[src/rtl/pm_bus_arb.sv]
`default_nettype none
// ============================================================================
// pm_bus_arb : program-memory bus arbiter, sequencer fetch vs. DAG data access
// Optional starvation limiter enabled by defining PM_ARB_STARVE_EN
// Revision : 1.0
// ============================================================================
module pm_bus_arb (
  input  logic        clk,
  input  logic        rst,
  input  logic        ps_arb_freq,
  input  logic [15:0] ps_arb_fadd,
  input  logic        dg_arb_dreq,
  input  logic        dg_arb_dwrb,
  input  logic [15:0] dg_arb_dadd,
  input  logic        ps_arb_idle,
  input  logic        ps_arb_wake,
  output logic        arb_pm_cslt,
  output logic        arb_pm_wrb,
  output logic [15:0] arb_pm_add,
  output logic        arb_ps_gnt,
  output logic        arb_dg_gnt,
  output logic        arb_ps_stall
);

  typedef enum logic [1:0] {
    S_RUN  = 2'b00,
    S_DATA = 2'b01,
    S_HALT = 2'b10
  } state_t;

  state_t      state_q, state_d;
  logic        cslt_q, cslt_d;
  logic        wrb_q, wrb_d;
  logic [15:0] add_q, add_d;
  logic        ps_gnt_q, ps_gnt_d;
  logic        dg_gnt_q, dg_gnt_d;
  logic [15:0] replay_q, replay_d;
  logic        replay_vld_q, replay_vld_d;
  logic        stall_d;
  logic        fetch_pend;
  logic        limit_hit;

  // A displaced fetch stays owed to the sequencer until it is reissued.
  assign fetch_pend = ps_arb_freq | replay_vld_q;

`ifdef PM_ARB_STARVE_EN
  logic [1:0] starve_q, starve_d;

  always_comb begin
    starve_d = starve_q;
    if (ps_gnt_d)
      starve_d = 2'd0;
    else if (dg_gnt_d && (starve_q != 2'd3))
      starve_d = starve_q + 2'd1;
  end

  always_ff @(posedge clk or negedge rst) begin
    if (!rst) starve_q <= 2'd0;
    else      starve_q <= starve_d;
  end

  assign limit_hit = (starve_q == 2'd3) & fetch_pend;
`else
  assign limit_hit = 1'b0;
`endif

  always_comb begin
    state_d      = state_q;
    cslt_d       = 1'b0;
    wrb_d        = wrb_q;
    add_d        = add_q;
    ps_gnt_d     = 1'b0;
    dg_gnt_d     = 1'b0;
    replay_d     = replay_q;
    replay_vld_d = replay_vld_q;
    stall_d      = 1'b0;
    case (state_q)
      S_RUN, S_DATA: begin
        if (ps_arb_idle && !ps_arb_wake) begin
          // The access already on the bus finishes; nothing new is issued.
          state_d = S_HALT;
          stall_d = 1'b1;
        end else if (dg_arb_dreq && !limit_hit) begin
          state_d  = S_DATA;
          cslt_d   = 1'b1;
          wrb_d    = dg_arb_dwrb;
          add_d    = dg_arb_dadd;
          dg_gnt_d = 1'b1;
          stall_d  = ps_arb_freq;
          if (ps_arb_freq && !replay_vld_q) begin
            replay_d     = ps_arb_fadd;
            replay_vld_d = 1'b1;
          end
        end else begin
          state_d = S_RUN;
          if (fetch_pend) begin
            cslt_d       = 1'b1;
            wrb_d        = 1'b0;
            add_d        = replay_vld_q ? replay_q : ps_arb_fadd;
            ps_gnt_d     = 1'b1;
            replay_vld_d = 1'b0;
          end
        end
      end
      S_HALT: begin
        stall_d = 1'b1;
        if (ps_arb_wake) state_d = S_RUN;
      end
      default: begin
        state_d = S_RUN;
        stall_d = ps_arb_freq;
      end
    endcase
  end

  always_ff @(posedge clk or negedge rst) begin
    if (!rst) begin
      state_q      <= S_RUN;
      cslt_q       <= 1'b0;
      wrb_q        <= 1'b0;
      add_q        <= 16'h0000;
      ps_gnt_q     <= 1'b0;
      dg_gnt_q     <= 1'b0;
      replay_q     <= 16'h0000;
      replay_vld_q <= 1'b0;
    end else begin
      state_q      <= state_d;
      cslt_q       <= cslt_d;
      wrb_q        <= wrb_d;
      add_q        <= add_d;
      ps_gnt_q     <= ps_gnt_d;
      dg_gnt_q     <= dg_gnt_d;
      replay_q     <= replay_d;
      replay_vld_q <= replay_vld_d;
    end
  end

  assign arb_pm_cslt  = cslt_q;
  assign arb_pm_wrb   = wrb_q;
  assign arb_pm_add   = add_q;
  assign arb_ps_gnt   = ps_gnt_q;
  assign arb_dg_gnt   = dg_gnt_q;
  // Stall is combinational, so it must be forced low while reset is held.
  assign arb_ps_stall = rst & stall_d;

endmodule
`default_nettype wire

[config.mk]
export PLATFORM = sky130hd
export DESIGN_NAME = pm_bus_arb
export DESIGN_NICKNAME = d
export VERILOG_FILES = /design/src/rtl/pm_bus_arb.sv
export SDC_FILE = /design/constraint.sdc
export NUM_CORES = 1
export LEC_CHECK = 0
export CORE_MARGIN = 4
export CORE_UTILIZATION = 25
export DETAILED_ROUTE_END_ITERATION = 6
export PLACE_DENSITY = 0.61
export REMOVE_ABC_BUFFERS = 1
export SLEW_MARGIN = 15
export SYNTH_ARGS = -nofsm -noshare
export SYNTH_HDL_FRONTEND = slang
export SYNTH_SLANG_ARGS = --single-unit
[constraint.sdc]
create_clock -name clk -period 1.6 [get_ports clk]
set_input_delay 0.32 -clock clk [delete_from_list [all_inputs] [get_ports clk]]
set_output_delay 0.32 -clock clk [all_outputs]
set_load 0.02 [all_outputs]
==> results by group <==
Final layout
  – Register area: 977 um2
  – Nets: 258
  – Most frequent cells in the layout: dfrtp_1 (38), clkdlybuf4s50_1 (35), nand2_1 (17), o21ai_0 (17), dlymetal6s2s_1 (17)
  – Area occupied by multi-input gates: 862 um2
  – Most common cell after layout, fill and taps aside: dfrtp_1
  – Layout cells sized above 1: 30.0%
  – Post-layout instance area: 2840 um2
  – # diodes: 0
  – Layout fillers: 736
  – Layout area overhead: 52.0%

Die
  – Width of the die: 94.4 um
  – Rows: 31
  – I/O pin count: 60
  – Die height: 94.4 um
  – Initial Util: 25.8%
  – Core box area: 7250 um2
  – Die area: 8920 um2

CTS
  – CTS hold repair buffers: 0
  – Cts bufs inserted: 5
  – TritonCTS clock tree: done
  – CTS sink count: 39
  – Worst skew pair latency: 0.29 ns
  – Worst-path clk slew: 0.08 ns
  – Root buf cell: clkbuf_8
  – H-tree depth: 2
  – CTS Buffer Depth: 2

STA
  – Max_slew headroom: 66.3%
  – Max Fclk: 0.639 GHz
  – Slew Viols, Final: 0
  – Final period util: 97.7%
  – Final setup violating endpoints: 0
  – PnR worst setup slack: 0.0361 ns
  – Fin crit period: 1.56 ns
  – Unrepaired setup endpoints after global routing: yes
  – Final hold vios: 0
  – Final clock skew: 0.00832 ns
  – Worst-margin pin slew: 0.506 ns
  – Fin Hold WS: 0.145 ns

Route
  – Drt drc: 0
  – Routed Antenna Nets: 0
  – DRT Wirelength: 4580 um
  – Wirelength per Cell: 14.3 um
  – First-pass iteration count of the detailed router: 4
  – Via density: 4.31
  – Vias: 1375
  – Detailed Route Iter0 Violations: 18

Synthesis
  – Register area share after synthesis: 52.2%
  – Synth unique cells: 21
  – Avg Cell Area, Syn: 12.7 um2
  – Post-Synthesis Cells: 147
  – Post-Syn Area: 1870 um2
  – FF+latch count, synth: 39
  – Warnings, synthesis: 0

GRT
  – GRT Util Overall: 11.0%
  – Vias in the first global route: 1502
  – Global route total overflow: 0
  – Pin count of the biggest net entering global routing: 40
  – First-pass GRT wire length: 7460 um
  – Antenna violations before repair: 0

Power
  – Power density over cell area: 1170 nW/um2
  – Max VDD drop: 0.462 mV
  – P_leak: 1.40 nW

Worst hold path
  – Worst min path class: in2async

Placement
  – Final HPWL DP: 3060 um
  – Routability Congestion: 0.678
  – Port Buf Inserts: 59
  – Post-DP Area: 2560 um2
  – Dpl ws: -0.768 ns

Setup path
  – Crit. End Element: register
  – Critical Path Fanout Max: 5
  – CP Data Required Time: 1.78 ns
  – CP Class: reg2reg
  – CP Data Arrival Time: 1.74 ns
  – Worst setup SP type: register

Status
  – Status: completed

Job
  – Max cap viols: 0
-- where the power goes --
part           internal, W  switching, W
logic             0.000655      0.000445
clock network     0.000505      0.000341
registers          0.00124      0.000136
-- layer usage --
layer	part of all wire, %	GRT usage (%)
met1	45	13.7
met2	47	17.7
met3	6.5	3.11
met4	1.5	4.57
met5	0	0
-- final cells by class --
| class | count | area share [%] |
|---|---|---|
| Sequential cell | 39 | 34.4 |
| Clock inverter | 2 | 1.23 |
| Inverter | 1 | 0.132 |
| Tap cell | 99 | 4.36 |
| Clock buffer | 6 | 2.91 |
| Timing Repair Buffer | 75 | 26.6 |
| Multi-Input combinational cell | 97 | 30.4 |
-- cell families (layout without fill, tap and decap cells) --
logic type | Yosys count | after routing | share of synthesized area [%]
and+or+nand+nor | 28 | 28 | 8.57
AOI/OAI and AO/OA | 21 | 21 | 6.36
muxes | 48 | 48 | 27.9
DFF | 39 | 39 | 52.2
buffers and inverters | 11 | 84 | 4.96
-- flip-flops by register name, indices dropped and copies added (netlist names) --
signal,flops
replay_vld_q,1
arb_pm_add,16
arb_pm_wrb,1
arb_dg_gnt,1
state_q,2
arb_pm_cslt,1
arb_ps_gnt,1
replay_q,16
-- final timing paths --
| kind | from | end | slack [ns] | depth (start not counted) |
|---|---|---|---|---|
| max in group asynchronous | rst | state_q[1] | 1.08 | 2 |
| max | state_q[1] | replay_q[2] | 0.04 | 4 |
| min | rst | replay_q[8] | 0.14 | 2 |
| max reg2reg | state_q[1] | replay_q[2] | 0.04 | 4 |
| min in group clk | ps_arb_freq | arb_ps_gnt | 0.34 | 3 |
| min reg2reg | arb_pm_add[1] | arb_pm_add[1] | 0.51 | 1 |
-- critical path, stage by stage, from the launching register on --
cell and delay [ns]:
dfrtp_2 0.44, buf_6 0.14, nor4_4 0.34, buf_4 0.23
mux2_4 0.30
-- timing repair --
action,4_1_cts,5_1_grt
pin swaps,2,2
buffers inserted,5,1
resized for setup,17,39
cloned,1,0
setup endpoints to repair,36,34
-- Yosys cell counts --
| library cell | count | share of area (%) |
|---|---|---|
| dfrtp_1 | 39 | 52 |
| mux2_2 | 32 | 19 |
| nand2_1 | 18 | 3.6 |
| o21ai_0 | 17 | 4.6 |
| mux2i_1 | 16 | 8.6 |
| buf_6 | 4 | 2.4 |
| clkbuf_1 | 3 | 0.60 |
| nor3b_1 | 3 | 1.2 |
| clkbuf_8 | 2 | 1.5 |
| nor2_1 | 2 | 0.40 |
| a21boi_0 | 1 | 0.40 |
| buf_2 | 1 | 0.27 |
| inv_1 | 1 | 0.20 |
| nor2b_4 | 1 | 0.74 |
| nor3_1 | 1 | 0.27 |
| nor3_4 | 1 | 0.87 |
| nor4_1 | 1 | 0.34 |
| nor4_4 | 1 | 1.1 |
| o22ai_1 | 1 | 0.34 |
| o2bb2ai_1 | 1 | 0.47 |
| o32a_2 | 1 | 0.60 |
-- through the flow --
step | power (W) | instances | TNS (ns) | utilization [%]
floorplan | 0.00192 | 137 | -14.20 | -
global placement | 0.00240 | 305 | -19.66 | 35.3
detailed placement | 0.00242 | 305 | -19.83 | 35.3
CTS | 0.00332 | 319 | -0.0138 | 37.8
global route | 0.00353 | 319 | -0.0895 | 39.2
finish | 0.00332 | 319 | 0 | 39.2
Note: power is estimated with default switching activity, not from simulation.
